<file path="src/rtl/s3_chien_forney_pkg.sv">
// Shared definitions for the RS(255,251) stage-3 Chien search / Forney block:
// field constants, FSM state type and GF(2^8) helper functions.
package s3_chien_forney_pkg;

    localparam logic [8:0] GF_PRIM_POLY = 9'h11D;
    localparam int         T            = 2;

    typedef enum logic [1:0] {
        IDLE = 2'd0,
        LOAD = 2'd1,
        SCAN = 2'd2,
        DONE = 2'd3
    } cs_state_e;

    // Multiply by alpha: shift left and reduce by the primitive polynomial.
    function automatic logic [7:0] gf_mul_a(input logic [7:0] a);
        return {a[6:0], 1'b0} ^ (a[7] ? GF_PRIM_POLY[7:0] : 8'h00);
    endfunction

    // Multiply by alpha^2.
    function automatic logic [7:0] gf_mul_a2(input logic [7:0] a);
        return gf_mul_a(gf_mul_a(a));
    endfunction

    // Multiply by alpha^-1 (alpha^254): shift right, folding the polynomial back in when bit 0 is set.
    function automatic logic [7:0] gf_mul_ainv(input logic [7:0] a);
        return a[0] ? {1'b1, a[7:1] ^ GF_PRIM_POLY[7:1]} : {1'b0, a[7:1]};
    endfunction

    // General GF(2^8) product by shift-and-add.
    function automatic logic [7:0] gf_mul_const(input logic [7:0] a, input logic [7:0] b);
        logic [7:0] p;
        logic [7:0] s;
        p = 8'h00;
        s = a;
        for (int i = 0; i < 8; i++) begin
            p = p ^ (b[i] ? s : 8'h00);
            s = gf_mul_a(s);
        end
        return p;
    endfunction

    // base^e by square-and-multiply over the low 16 exponent bits.
    function automatic logic [7:0] gf_pow(input logic [7:0] base, input int e);
        logic [7:0] r;
        logic [7:0] s;
        r = 8'h01;
        s = base;
        for (int i = 0; i < 16; i++) begin
            r = e[i] ? gf_mul_const(r, s) : r;
            s = gf_mul_const(s, s);
        end
        return r;
    endfunction

    // Degree of the error locator (lambda0 does not affect it).
    function automatic logic [1:0] gf_lambda_deg(input logic [7:0] l1, input logic [7:0] l2);
        return (l2 != 8'h00) ? 2'd2 : ((l1 != 8'h00) ? 2'd1 : 2'd0);
    endfunction

endpackage

</file>
<file path="src/rtl/gf2m8_inv.sv">
// Combinational GF(2^8) inverse (a^254); zero maps to zero.
module gf2m8_inv
    import s3_chien_forney_pkg::*;
(
    input  logic [7:0] a_i,
    output logic [7:0] y_o
);

    // Inverse via exponentiation, with the zero input pinned to zero.
    always_comb begin
        y_o = (a_i == 8'h00) ? 8'h00 : gf_pow(a_i, 254);
    end

endmodule

</file>
<file path="src/rtl/gf2m8_multi.sv">
// Combinational GF(2^8) multiplier, primitive polynomial 0x11D.
module gf2m8_multi
    import s3_chien_forney_pkg::*;
(
    input  logic [7:0] a_i,
    input  logic [7:0] b_i,
    output logic [7:0] p_o
);

    // Full product of the two operands.
    always_comb begin
        p_o = gf_mul_const(a_i, b_i);
    end

endmodule

</file>
<file path="src/rtl/s3_chien_forney.sv">
// Stage 3 of the t=2 RS(255,251) decoder: serial Chien search from position
// N-1 down to 0 with Forney error values, one registered result per cycle.
// Optional macro S3_CS_OVERRUN_EN adds the cs_overrun pulse output that flags
// a kes_done arriving while the block is busy.
//
// The position reported in a cycle is evaluated one cycle earlier, so the
// Chien registers always run one position ahead of cs_pos. In LOAD the first
// position (N-1) is evaluated directly from the initial-value multipliers.
module s3_chien_forney
    import s3_chien_forney_pkg::*;
#(
    parameter int N = 255
) (
    input  logic       clk,
    input  logic       rst,
    input  logic       kes_done,
    input  logic [7:0] rs_lambda0,
    input  logic [7:0] rs_lambda1,
    input  logic [7:0] rs_lambda2,
    input  logic [7:0] rs_omega0,
    input  logic [7:0] rs_omega1,
    output logic       cs_sym_vld,
    output logic [7:0] cs_pos,
    output logic       cs_err,
    output logic [7:0] cs_err_val,
    output logic       cs_done,
    output logic [1:0] cs_err_cnt,
    output logic       cs_fail
`ifdef S3_CS_OVERRUN_EN
    ,
    output logic       cs_overrun
`endif
);

    localparam logic [7:0] K_C1    = gf_pow(8'h02, (255 - (N - 1)) % 255);
    localparam logic [7:0] K_C2    = gf_pow(8'h02, (2 * (255 - (N - 1))) % 255);
    localparam logic [7:0] K_X0    = gf_pow(8'h02, N - 1);
    localparam logic [7:0] POS_TOP = 8'(N - 1);
    localparam logic [1:0] CNT_MAX = 2'(T + 1);

    cs_state_e  state_q, state_d;
    logic [7:0] l0_q, l0_d, l1_q, l1_d, l2_q, l2_d;
    logic [7:0] w0_q, w0_d, om1_q, om1_d;
    logic [7:0] c1_q, c1_d, c2_q, c2_d, w1_q, w1_d, x_q, x_d;
    logic       vld_q, vld_d, err_q, err_d, done_q, done_d, fail_q, fail_d;
    logic [7:0] pos_q, pos_d, val_q, val_d;
    logic [1:0] cnt_q, cnt_d;

    logic [7:0] c1_init_s, c2_init_s, w1_init_s;
    logic [7:0] eval_c1_s, eval_c2_s, eval_w1_s, eval_x_s;
    logic [7:0] om_s, xom_s, val_raw_s, inv_l1_s, err_val_s;
    logic       root_s, fail_s;
    logic [1:0] cnt_next_s;

    gf2m8_multi u_mul_c1  (.a_i(l1_q),     .b_i(K_C1),     .p_o(c1_init_s));
    gf2m8_multi u_mul_c2  (.a_i(l2_q),     .b_i(K_C2),     .p_o(c2_init_s));
    gf2m8_multi u_mul_w1  (.a_i(om1_q),    .b_i(K_C1),     .p_o(w1_init_s));
    gf2m8_multi u_mul_xo  (.a_i(eval_x_s), .b_i(om_s),     .p_o(xom_s));
    gf2m8_multi u_mul_val (.a_i(xom_s),    .b_i(inv_l1_s), .p_o(val_raw_s));
    gf2m8_inv   u_inv     (.a_i(l1_q),     .y_o(inv_l1_s));

    // Evaluate Lambda and the Forney value for the next position to report.
    always_comb begin
        eval_c1_s  = (state_q == LOAD) ? c1_init_s : c1_q;
        eval_c2_s  = (state_q == LOAD) ? c2_init_s : c2_q;
        eval_w1_s  = (state_q == LOAD) ? w1_init_s : w1_q;
        eval_x_s   = (state_q == LOAD) ? K_X0      : x_q;
        om_s       = w0_q ^ eval_w1_s;
        root_s     = ((l0_q ^ eval_c1_s ^ eval_c2_s) == 8'h00);
        err_val_s  = root_s ? val_raw_s : 8'h00;
        cnt_next_s = (root_s && (cnt_q != CNT_MAX)) ? (cnt_q + 2'd1) : cnt_q;
        fail_s     = (cnt_q != gf_lambda_deg(l1_q, l2_q)) ||
                     ((l1_q == 8'h00) && (l2_q != 8'h00));
    end

    // FSM next state, coefficient latch, Chien stepping and result outputs.
    always_comb begin
        state_d = state_q;
        l0_d    = l0_q;
        l1_d    = l1_q;
        l2_d    = l2_q;
        w0_d    = w0_q;
        om1_d   = om1_q;
        c1_d    = c1_q;
        c2_d    = c2_q;
        w1_d    = w1_q;
        x_d     = x_q;
        vld_d   = 1'b0;
        pos_d   = 8'h00;
        err_d   = 1'b0;
        val_d   = 8'h00;
        done_d  = 1'b0;
        cnt_d   = cnt_q;
        fail_d  = fail_q;
        case (state_q)
            IDLE: begin
                if (kes_done) begin
                    l0_d    = rs_lambda0;
                    l1_d    = rs_lambda1;
                    l2_d    = rs_lambda2;
                    w0_d    = rs_omega0;
                    om1_d   = rs_omega1;
                    cnt_d   = 2'd0;
                    fail_d  = 1'b0;
                    state_d = LOAD;
                end else begin
                    state_d = IDLE;
                end
            end
            LOAD: begin
                vld_d   = 1'b1;
                pos_d   = POS_TOP;
                err_d   = root_s;
                val_d   = err_val_s;
                cnt_d   = cnt_next_s;
                c1_d    = gf_mul_a(eval_c1_s);
                c2_d    = gf_mul_a2(eval_c2_s);
                w1_d    = gf_mul_a(eval_w1_s);
                x_d     = gf_mul_ainv(eval_x_s);
                state_d = SCAN;
            end
            SCAN: begin
                if (pos_q == 8'h00) begin
                    done_d  = 1'b1;
                    fail_d  = fail_s;
                    state_d = DONE;
                end else begin
                    vld_d   = 1'b1;
                    pos_d   = pos_q - 8'h01;
                    err_d   = root_s;
                    val_d   = err_val_s;
                    cnt_d   = cnt_next_s;
                    c1_d    = gf_mul_a(eval_c1_s);
                    c2_d    = gf_mul_a2(eval_c2_s);
                    w1_d    = gf_mul_a(eval_w1_s);
                    x_d     = gf_mul_ainv(eval_x_s);
                    state_d = SCAN;
                end
            end
            DONE: begin
                state_d = IDLE;
            end
            default: begin
                state_d = IDLE;
            end
        endcase
    end

    // State, coefficient, Chien and output registers with synchronous reset.
    always_ff @(posedge clk) begin
        if (rst) begin
            state_q <= IDLE;
            l0_q    <= 8'h00;
            l1_q    <= 8'h00;
            l2_q    <= 8'h00;
            w0_q    <= 8'h00;
            om1_q   <= 8'h00;
            c1_q    <= 8'h00;
            c2_q    <= 8'h00;
            w1_q    <= 8'h00;
            x_q     <= 8'h00;
            vld_q   <= 1'b0;
            pos_q   <= 8'h00;
            err_q   <= 1'b0;
            val_q   <= 8'h00;
            done_q  <= 1'b0;
            cnt_q   <= 2'd0;
            fail_q  <= 1'b0;
        end else begin
            state_q <= state_d;
            l0_q    <= l0_d;
            l1_q    <= l1_d;
            l2_q    <= l2_d;
            w0_q    <= w0_d;
            om1_q   <= om1_d;
            c1_q    <= c1_d;
            c2_q    <= c2_d;
            w1_q    <= w1_d;
            x_q     <= x_d;
            vld_q   <= vld_d;
            pos_q   <= pos_d;
            err_q   <= err_d;
            val_q   <= val_d;
            done_q  <= done_d;
            cnt_q   <= cnt_d;
            fail_q  <= fail_d;
        end
    end

    assign cs_sym_vld = vld_q;
    assign cs_pos     = pos_q;
    assign cs_err     = err_q;
    assign cs_err_val = val_q;
    assign cs_done    = done_q;
    assign cs_err_cnt = cnt_q;
    assign cs_fail    = fail_q;

`ifdef S3_CS_OVERRUN_EN
    logic ovr_q, ovr_d;

    // Flag a start pulse that arrives while a scan is in progress.
    always_comb begin
        ovr_d = kes_done && (state_q != IDLE);
    end

    // Overrun pulse register.
    always_ff @(posedge clk) begin
        if (rst) begin
            ovr_q <= 1'b0;
        end else begin
            ovr_q <= ovr_d;
        end
    end

    assign cs_overrun = ovr_q;
`endif

endmodule

</file>
<file path="config.mk">
export PLATFORM = sky130hd
export DESIGN_NAME = s3_chien_forney
export DESIGN_NICKNAME = d
export VERILOG_FILES = /design/src/rtl/s3_chien_forney_pkg.sv /design/src/rtl/gf2m8_inv.sv /design/src/rtl/gf2m8_multi.sv /design/src/rtl/s3_chien_forney.sv
export SDC_FILE = /design/constraint.sdc
export NUM_CORES = 1
export LEC_CHECK = 0
export BUFFER_PORTS_ARGS = -buffer_cell sky130_fd_sc_hd__buf_2
export CAP_MARGIN = 20
export CORE_ASPECT_RATIO = 0.6
export CORE_MARGIN = 3
export CORE_UTILIZATION = 59
export CTS_BUF_LIST = sky130_fd_sc_hd__clkbuf_8
export DETAILED_ROUTE_END_ITERATION = 16
export GPL_ROUTABILITY_DRIVEN = 0
export HOLD_SLACK_MARGIN = 0.06
export PLACE_DENSITY = 0.73
export SLEW_MARGIN = 25
export SYNTH_ARGS = -nofsm -noshare
export SYNTH_HDL_FRONTEND = slang
export SYNTH_SLANG_ARGS = --single-unit
</file>
<file path="constraint.sdc">
create_clock -name clk -period 22.7 [get_ports clk]
set_input_delay 6.81 -clock clk [delete_from_list [all_inputs] [get_ports clk]]
set_output_delay 6.81 -clock clk [all_outputs]
set_load 0.1 [all_outputs]
</file>
* Yosys cells after proc, flatten, opt, wreduce, memory -nomap -nowiden
Index checks and enable logic that the tools add are counted.
** Operators by class
- Add/subtract/negate cells :: 2
- Magnitude comparators :: 0
- Reductions and logical operators :: 17
- Equal/unequal tests :: 8
- Multipliers :: 0
- Muxes and demuxes :: 276
- Bitwise operators :: 229
- Shift operators :: 0
- Div/mod/pow operators :: 0
** Operators by type and width (count)
- 8-bit bitwise XOR :: 223
- 8-bit two-way mux :: 134
- 5-bit two-way mux :: 113
- 8-bit one-hot mux with 2 select lines :: 6
- 8-bit by 5-bit bitwise XOR with 8-bit output :: 4
- 8-bit logical NOT :: 3
- 8-bit nonzero test :: 2
- 2-bit two-way mux :: 5
- 1-bit two-way mux :: 9
- 2-bit inequality test, second input constant :: 4
- 2-bit one-hot mux with 4 select lines :: 1
- 8-bit by 1-bit subtractor with 8-bit output, second input constant :: 1
- 7-bit two-way mux :: 1
- 6-bit two-way mux :: 1
- 1-bit one-hot mux with 2 select lines :: 3
- 2-bit one-hot mux with 3 select lines :: 1
- 3-bit AND reduction :: 2
- 2-bit == test, second input constant :: 2
- 4-bit two-way mux :: 1
- 2-bit AND reduction :: 2
- 2-bit nonzero test :: 2
- 3-bit two-way mux :: 1
- 3-bit inverter :: 1
- 3-bit nonzero test :: 1
- 8 further kinds :: 9
** Word-level totals
- Output and inout bits :: 22
- Input port bits :: 43
- Register bits after elaboration :: 96
- Memory bits (writable) :: 0
- ROM bits :: 0
- Latch bits :: 0
- Memories :: 0
- Logic and storage cells :: 549

* Logic depth before layout (Yosys ltp)
Gate-level depths: netlist of the first run.
- Depth in word-level cells :: 132
- Depth in mapped cells :: 91
- Mapped depth without buffers :: 79

* Hierarchy
Synthesis of the first run repeated with hierarchy kept, for this count alone.
** Second synthesis, totals
- Cells, all modules :: 3580
- Area, all modules :: 26907.1 um^2
** Modules (own cells, without submodules)
- gf2m8_inv :: times used 1, cells an instance 2159, area an instance 16432.0 um^2, seq. area each 0.0 um^2
- gf2m8_multi :: times used 5, cells an instance 181, area an instance 1218.7 um^2, seq. area each 0.0 um^2
- s3_chien_forney :: times used 1, cells an instance 516, area an instance 4381.7 um^2, seq. area each 1921.8 um^2

* Worst setup path after synthesis of the first run
OpenSTA, ideal clock, no wires.
- Path type :: reg2reg
- Start :: register l1_q[7]
- End :: register val_q[2] (netlist: cs_err_val[2])
- Period minus slack after synthesis :: 19.156 ns
- Arrival time :: 19.086 ns
- Library setup time :: 0.070 ns
- Setup slack :: 3.544 ns
- Stages on the path, launching flop included :: 85
- Buffers on the path :: 15
- Data required time :: 22.630 ns
- Cell sequence :: dfxtp_1 -> buf_2 -> inv_2 -> ha_1 -> xor2_1 -> ha_1 -> buf_2 -> xnor2_1 -> o211a_1 -> or4_1 -> buf_4 -> nand2_4 -> inv_4 -> buf_2 -> buf_1 -> ha_1 -> xnor2_2 -> ha_1 -> (+49 left out) -> xnor2_1 -> ha_1 -> xnor2_1 -> or2_2 -> xnor2_1 -> xnor2_1 -> xnor2_1 -> xor2_1 -> nor2_1 -> xnor3_1 -> xnor2_1 -> xnor2_1 -> nor2_1 -> xnor2_1 -> xnor3_1 -> xnor2_1 -> or4_1 -> a21oi_1
** Between the ends
- Longest elaborated chain between the ends :: 96
- Elaborated cells on any way between the ends :: 413
- Those cells by class :: 213 x mux; 198 x bitwise; 2 x reduce/logical
** RTL lines
- start: declaration :: RTL line s3_chien_forney.sv:42 : logic [7:0] l0_q, l0_d, l1_q, l1_d, l2_q, l2_d;
- start signal: assignment :: RTL line s3_chien_forney.sv:172 : l1_q <= l1_d;
- 5-bit two-way mux :: RTL line s3_chien_forney_pkg.sv:17 : return {a[6:0], 1'b0} ^ (a[7] ? GF_PRIM_POLY[7:0] : 8'h00);
- 8-bit bitwise XOR (4 in series) :: RTL line s3_chien_forney_pkg.sv:17
- 5-bit two-way mux, or another cell as far along :: RTL line s3_chien_forney_pkg.sv:17
- 8-bit bitwise XOR, or another cell as far along (3 in series) :: RTL line s3_chien_forney_pkg.sv:17
- 8-bit two-way mux / 8-bit bitwise XOR (equally long branches) :: RTL line s3_chien_forney_pkg.sv:37 : p = p ^ (b[i] ? s : 8'h00);
- 8-bit bitwise XOR / 5-bit two-way mux (equally long branches) :: RTL line s3_chien_forney_pkg.sv:37, s3_chien_forney_pkg.sv:17
- 8-bit bitwise XOR :: RTL line s3_chien_forney_pkg.sv:17
- 5-bit two-way mux / 8-bit bitwise XOR (equally long branches) :: RTL line s3_chien_forney_pkg.sv:17
- (+69 left out)
- 8-bit bitwise XOR / 8-bit two-way mux (equally long branches) :: RTL line s3_chien_forney_pkg.sv:37
- 8-bit bitwise XOR :: RTL line s3_chien_forney_pkg.sv:37
- 8-bit two-way mux :: RTL line gf2m8_inv.sv:11 : y_o = (a_i == 8'h00) ? 8'h00 : gf_pow(a_i, 254);
- 8-bit two-way mux :: RTL line s3_chien_forney_pkg.sv:37
- 8-bit bitwise XOR (7 in series) :: RTL line s3_chien_forney_pkg.sv:37
- 8-bit two-way mux (*) :: RTL line s3_chien_forney.sv:70 : err_val_s = root_s ? val_raw_s : 8'h00;
- 8-bit two-way mux :: RTL line s3_chien_forney.sv:123 : if (pos_q == 8'h00) begin
- 8-bit one-hot mux with 2 select lines (*) :: RTL line s3_chien_forney.sv:95 : case (state_q)
- end signal: assignment :: RTL line s3_chien_forney.sv:183 : val_q <= val_d;
- end: declaration :: RTL line s3_chien_forney.sv:46 : logic [7:0] pos_q, pos_d, val_q, val_d;
Mark *: on every way between the ends. The rest lies on a longest branch, timed or not.
A chain may end at the register's enable or synchronous reset.

* Final worst setup path of the first run
- Start :: register l1_q[6]
- End :: register val_q[3] (netlist: cs_err_val[3])
** Between the ends
- Longest elaborated chain between the ends :: 96
- Elaborated cells on any way between the ends :: 412
- Those cells by class :: 212 x mux; 198 x bitwise; 2 x reduce/logical
** RTL lines (RTL line)
- 8-bit bitwise XOR :: s3_chien_forney_pkg.sv:17
- 5-bit two-way mux :: s3_chien_forney_pkg.sv:17
- 8-bit bitwise XOR (4 in series) :: s3_chien_forney_pkg.sv:17
- 5-bit two-way mux, or another cell as far along :: s3_chien_forney_pkg.sv:17
- 8-bit bitwise XOR, or another cell as far along (2 in series) :: s3_chien_forney_pkg.sv:17
- 8-bit two-way mux / 8-bit bitwise XOR (equally long branches) :: s3_chien_forney_pkg.sv:37
- 8-bit bitwise XOR / 5-bit two-way mux (equally long branches) :: s3_chien_forney_pkg.sv:37, s3_chien_forney_pkg.sv:17
- 8-bit bitwise XOR (2 in series) :: s3_chien_forney_pkg.sv:17
- (+69 left out)
- 8-bit bitwise XOR / 8-bit two-way mux (equally long branches) :: s3_chien_forney_pkg.sv:37
- 8-bit bitwise XOR :: s3_chien_forney_pkg.sv:37
- 8-bit two-way mux :: gf2m8_inv.sv:11
- 8-bit two-way mux :: s3_chien_forney_pkg.sv:37
- 8-bit bitwise XOR (7 in series) :: s3_chien_forney_pkg.sv:37
- 8-bit two-way mux (*) :: s3_chien_forney.sv:70
- 8-bit two-way mux :: s3_chien_forney.sv:123
- 8-bit one-hot mux with 2 select lines (*) :: s3_chien_forney.sv:95
Marked as above.

==> run metrics, run 1 <==
post-synthesis mux area share=between 2 and 3%; area taken by multi-input logic gates=about 19000 um^2; HP Start=c1_q[3]$_SDFFE_PP0P_; Post-synth top flop=dfxtp_1; worst slew pin tran=1.12 ns; Initial Util=between 60% and 70%; Place WS=0.433 ns; Sequential Area=a little under 2000 um^2; Worst path max stage delay=~0.84 ns; number of global-route vias before repair=~19000; Compound-Gate Fraction of Synth Area=roughly 13%; DIE HEIGHT=~160 um; CP startpoint=l1_q[6]$_SDFFE_PP0P_; Reg-to-Reg End=cs_err_val[3]$_SDFF_PP0_; RSZ-0062 raised after global routing=no; FP Rows=54; Max Cap Violations=0; most frequent cells in the layout=xnor2_1 (521), nand2_1 (413), nor2_1 (380); via count=20300; Crit path top cell by count=xnor2_1; Synth Area in XOR/XNOR=45.3%; post-route ant nets=0; average cell area after synthesis=just under 8 um^2; global-route wire length before repair=between 100000 and 150000 um; share of layout cells above drive strength 1=between 8 and 9%; Iter 0 DRT Violations=between 2000 and 2500; final setup fails=0; Setup crit start kind=flip-flop; Port Buf Inserts=64; Synth async-reset ratio=0%; CTS tree=yes; Root Buffer=clkbuf_8; clock buffer count from CTS=9; clock tree sinks=96; total grt overflow=0; Worst slew margin=24.8%; Top delay family on crit path=XOR/XNOR gates; simple-gate share of the synthesized area=~21%; final wirelength=63900 um; Crit. path cell count=75; Final Skew=about 0.016 ns; Final HPWL DP=between 40000 and 50000 um; Yosys warnings=0; Clock transition at path regs=around 0.10 ns; Worst Path Buf+Inv=14; drt pass-1 iters=5; # DRC=0; CP Class=flip-flop to flip-flop; Max Slew Vio Count=0; Seq/Total Area, Yosys=8.72%; Max Fclk=0.0467 GHz; most common cell after layout, fill and taps aside=xnor2_1; I/O pin count=65; critical path fanouts, max=26; Layout Area Growth over Synthesis=4.08%; final hold vios=0; Tmin final=~21 ns; Syn Inst Count=roughly 2800; main combinational cell family by area after synthesis=XOR/XNOR gates; Data arrival, critical path=21.67 ns; die width=around 260 um; PnR worst setup slack=between 1 and 1.5 ns; Global Route Usage Sum=around 31%; Post-Synth Adder-Cell Area=4.83%; syn nets=slightly below 3000; internal reg-to-reg setup slack=between 1 and 1.5 ns; largest net degree at the start of global routing=79; HP Class=flip-flop to flip-flop; die area=slightly below 40000 um^2; final worst-path cycle share=94.3%; Synth cell types=101; status=completed; Synth Cell Area=22000 um^2; Worst setup EP type=flip-flop; Critical Path End=cs_err_val[3]$_SDFF_PP0_; initial antenna violation count=3; Clock Latency Late Sink=between 0.3 and 0.4 ns; vias per cell=approximately 6; number of flops mapped to enable cells by yosys=0; FILL cells=about 3200; nets=2922; #FFs+latches synth=96; Core Area=around 37000 um^2; setup tns final=0 ns; hold buffer count at CTS=0; FF-to-FF Start=l1_q[6]$_SDFFE_PP0P_; H-tree lvl count=3; R2R cell count=75; Max Root-Sink Buffers=2; CP required=approximately 23 ns; Slowest-stage cell, CP=dfxtp_1; WL/cell=a little under 20 um
[stage by stage]
stage | std cells | instance area (um^2) | util [%] | hold slack, ns
floorplan | 2844 | 22000 | - | 0.431
global placement | 3286 | 22600 | 61.9 | 0.439
detailed placement | 3286 | 22600 | 61.9 | 0.450
CTS | 3302 | 22800 | 62.4 | 0.465
global route | 3306 | 22900 | 62.7 | 0.490
finish | 3306 | 22900 | 62.7 | 0.464
[cell type report]
| cell class | count | share of cell area, % |
|---|---|---|
| timing repair buffer | 109 | 2.87 |
| multi-input combinational | 2494 | 83.7 |
| clock inverter | 7 | 0.322 |
| inverter | 83 | 1.40 |
| clock buffer | 9 | 0.540 |
| timing repair inverter | 1 | 0.0218 |
| sequential | 96 | 8.38 |
| antenna | 3 | 0.0327 |
| tap | 504 | 2.75 |
[registers in the layout, summed over array words and instances (netlist names), 2 cells and up]
signal,cells
l2_q,8
l0_q,8
l1_q,8
x_q,8
c2_q,8
cs_err_cnt,2
c1_q,8
cs_pos,8
cs_err_val,8
om1_q,8
state_q,2
w0_q,8
w1_q,8
[logic make-up after synthesis]
group | Yosys count
AO/OA/AOI/OAI | 424
XOR/XNOR | 872
adder cells (fa/ha/maj) | 85
buffers and inverters | 254
flip-flops | 96
multiplexers | 64
AND/OR/NAND/NOR | 1049
[tightest hold or removal path: stages (launching register included)]
cell and delay, ns:
dfxtp_1 0.33, nand2_1 0.05, a21oi_1 0.05
[cell usage after synthesis, types with 13 or more instances]
library cell / number / share of area (%)
mux2i_1: 53 / 2.4
o21ai_0: 55 / 1.2
nor2b_1: 26 / 0.74
xor2_1: 163 / 6.5
buf_1: 20 / 0.34
dfxtp_1: 96 / 8.7
nor3_1: 44 / 1.0
a211oi_1: 45 / 1.5
xnor3_1: 123 / 13
nand3_1: 52 / 1.2
inv_1: 59 / 1.0
o22ai_1: 19 / 0.54
nor2_1: 380 / 6.5
ha_1: 85 / 4.8
o211ai_1: 17 / 0.58
buf_2: 32 / 0.73
a21oi_1: 150 / 3.4
xnor2_1: 531 / 21
nand4_1: 14 / 0.40
nand2b_1: 24 / 0.68
xnor2_2: 23 / 1.7
clkbuf_1: 107 / 1.8
inv_2: 13 / 0.22
nor4_1: 13 / 0.37
and2_1: 17 / 0.48
nand2_1: 413 / 7.0
[layer usage]
metal | global-route usage, % | wire length [um] | up-vias | part of all wire (%)
li1 | - | - | 9423 | -
met3 | 7.17 | 7930 | 98 | 12
met1 | 46.3 | 28700 | 9605 | 45
met4 | 6.21 | 1110 | 2 | 1.7
met5 | 1.04 | 54 | - | 0.085
met2 | 45.3 | 26100 | 1174 | 41
[worst min path at each step]
| stage | end | slack (ns) | cells past startpoint |
|---|---|---|---|
| after floorplan | c1_q[3]$_SDFFE_PP0P_ | 0.43 | 2 |
| after CTS | c2_q[7]$_SDFFE_PP0P_ | 0.47 | 2 |
| final | c1_q[3]$_SDFFE_PP0P_ | 0.46 | 2 |
| after global routing | c2_q[4]$_SDFFE_PP0P_ | 0.49 | 2 |
| after global placement | w1_q[3]$_SDFFE_PP0P_ | 0.44 | 2 |
| after detailed placement | c2_q[7]$_SDFFE_PP0P_ | 0.45 | 2 |
[repair_timing]
action	CTS	global route
setup buffers	0	0
endpoints found under the setup margin	0	8
gates resized for setup	0	12
Power of run 1 is not shown: default switching activity piles up to over one toggle a cycle in this logic, so the estimate is an artifact.
==> run 2, diff against run 1 <==
--- a/config.mk
+++ b/config.mk
@@ -5,6 +5,7 @@
 export SDC_FILE = /design/constraint.sdc
 export NUM_CORES = 1
 export LEC_CHECK = 0
+export ABC_AREA = 1
 export BUFFER_PORTS_ARGS = -buffer_cell sky130_fd_sc_hd__buf_2
 export CAP_MARGIN = 20
 export CORE_ASPECT_RATIO = 0.6
==> run 2 against run 1 <==
Non-clock buffer count fell by 31. Via count rose by 68%. Register-to-register slack improved by 1.8 ns. Cell count rose by 80%. Critical path type unchanged. Critical path depth rose by 27. Count of clock-buffer cells in the layout did not move. Global-route usage rose by 5.6 points. Sequential cell count did not move. Die area rose by 24%. Setup slack improved by 1.8 ns. First-iteration DRC count rose by 110%. Core utilization fell by 0.88 points.
==> run metrics, run 2 <==
clock tree sinks=96 (unchanged); RSZ-0062 raised after global routing=no; Slowest-stage cell, CP=dfxtp_1; dpl cells=5939 (+81%); Final HPWL DP=75800 um (+56%); most frequent cells after synthesis=nand2_1 (2141), nand3_1 (906), inv_1 (493); Clock Latency Late Sink=0.41 ns (+0.02 ns); Core Area=45500 um^2 (+24%); Sequential Area=1920 um^2 (unchanged); FP Rows=60 (+11%); final wirelength=94100 um (+47%); Post-synth top flop=dfxtp_1; Yosys warnings=0 (unchanged); CP Class=flip-flop to flip-flop; WL/cell=15.8 um (-18%); Layout Area Growth over Synthesis=2.02%; post-route ant nets=0 (unchanged); Root Buffer=clkbuf_8; FILL cells=4621 (+45%); Setup crit start kind=flip-flop; final setup fails=0 (unchanged); Seq/Total Area, Yosys=6.97% (-1.8 points); drt pass-1 iters=7 (+2); final worst-path cycle share=86.5% (-7.8 points); CTS tree=yes; Worst setup EP type=flip-flop; H-tree lvl count=3 (unchanged); # DRC=0 (unchanged); status=completed; vias per cell=5.71 (-7.0%); Final Skew=0.0155 ns (-0.000622 ns); Global Route Usage Sum=36.6% (+5.6 points); #FFs+latches synth=96 (unchanged); total grt overflow=0 (unchanged); initial antenna violation count=2 (-1); Worst slew margin=30.4% (+5.6 points); Synth async-reset ratio=0% (unchanged); I/O pin count=65 (unchanged); Yosys top cell by area=nand2_1; Synth cell types=49 (-51%); Max Root-Sink Buffers=2 (unchanged); HP Class=flip-flop to flip-flop; Initial Util=60.6% (+0.35 points); Iter 0 DRT Violations=5107 (+110%); largest net degree at the start of global routing=59 (-25%); top cell type's share of synthesized area=29.1% (+8.0 points); syn nets=5503 (+85%); share of layout cells above drive strength 1=8.87% (+0.15 points); area taken by multi-input logic gates=22500 um^2 (+17%); post-CTS sizing=0 (unchanged); n_diodes=0 (-3); number of global-route vias before repair=28900 (+52%); Synth area leaders=nand2_1 (29%), nand3_1 (16%), dfxtp_1 (7.0%), inv_1 (6.7%), xor2_1 (6.7%); Synth Cell Area=27600 um^2 (+25%); die width=285 um (+12%); most common cell after layout, fill and taps aside=nand2_1; critical path fanouts, max=23 (-12%); setup tns final=0 ns (unchanged); die area=49500 um^2 (+24%); Max Cap Violations=0 (unchanged); hold buffer count at CTS=0 (unchanged); DIE HEIGHT=173 um (+11%); Syn Inst Count=5375 (+89%); Max Slew Vio Count=0 (unchanged); worst slew pin tran=1.03 ns (-0.0856 ns); CP required=23.01 ns (+0.06 ns); count leader, synth=nand2_1; Tmin final=19.64 ns (-1.78 ns); Worst path max stage delay=0.69 ns (-0.15 ns); global-route wire length before repair=150000 um (+48%); Clock transition at path regs=0.11 ns (about the same); final hold vios=0 (unchanged); nets=5458 (+87%); Post CTS Setup Buffer Count=0 (unchanged); via count=34000 (+68%); Data arrival, critical path=19.95 ns (-1.72 ns); fin cells=5955 (+80%); average cell area after synthesis=5.13 um^2 (-34%); number of flops mapped to enable cells by yosys=0 (unchanged); clock buffer count from CTS=9 (unchanged); Crit path top cell by count=nand2_1; Max Fclk=0.0509 GHz (+9.0%); Port Buf Inserts=64 (unchanged); most frequent cells in the layout=nand2_1 (2141), nand3_1 (906), inv_1 (493)
[run 2: final timing paths]
check / from / end / slack (ns) / cells after the start
worst max-delay path: l1_q[7]$_SDFFE_PP0P_ / cs_err_val[4]$_SDFF_PP0_ / 3.06 / 102
worst min-delay path: c1_q[3]$_SDFFE_PP0P_ / c1_q[3]$_SDFFE_PP0P_ / 0.46 / 2
worst min register to register: c1_q[3]$_SDFFE_PP0P_ / c1_q[3]$_SDFFE_PP0P_ / 0.46 / 2
worst max register to register: l1_q[7]$_SDFFE_PP0P_ / cs_err_val[4]$_SDFF_PP0_ / 3.06 / 102
[run 2: worst max-delay path, delay by kind of cell, from the launching register on]
family,cells,cell delay [ns]
XOR/XNOR,15,3.17
adder cells (fa/ha/maj),15,5.72
buffers and inverters,22,2.91
flip-flops,1,0.69
AND/OR/NAND/NOR,50,6.94
[run 2: kinds of logic (layout without fill, tap and decap cells)]
| logic type | Yosys count | after routing | share of synthesized area (%) |
|---|---|---|---|
| xor gates and xnor gates | 342 | 342 | 11.4 |
| buffers and inverters | 751 | 711 | 11.6 |
| and+or+nand+nor | 3898 | 3898 | 62.2 |
| muxes | 2 | 2 | 0.0726 |
| AOI/OAI and AO/OA | 201 | 201 | 3.96 |
| adders and majority gates | 85 | 85 | 3.86 |
| DFF | 96 | 96 | 6.97 |
[run 2: cell type report]
| class | instances | share of cell area (%) |
|---|---|---|
| Timing Repair Buffer | 78 | 1.51 |
| Multi-Input combinational cell | 4528 | 79.9 |
| Clock inverter | 7 | 0.271 |
| Sequential cell | 96 | 6.83 |
| Tap cell | 620 | 2.76 |
| Clock buffer | 9 | 0.440 |
| Inverter | 617 | 8.28 |
[run 2: through the flow]
stage / cell area, um^2 / util [%] / hold slack [ns] / worst slack [ns]
2_1_floorplan: 27600 / - / 0.424 / 7.31
3_3_place_gp: 27900 / 61.4 / 0.443 / 4.34
5_1_grt: 28100 / 61.9 / 0.477 / 1.46
3_5_place_dp: 27900 / 61.4 / 0.445 / 3.82
4_1_cts: 28100 / 61.9 / 0.461 / 3.74
6_report: 28100 / 61.9 / 0.459 / 3.06
[run 2: layer usage]
metal | routed length (um) | global-route usage (%) | vias up | share of wire, %
met4 | 633 | 3.32 | 4 | 0.67
met3 | 16700 | 15.0 | 105 | 18
met2 | 32500 | 45.8 | 2152 | 35
li1 | - | - | 16900 | -
met1 | 44100 | 57.8 | 14900 | 47
met5 | 27 | 0 | - | 0.029
Power of run 2 is left out for the same reason.
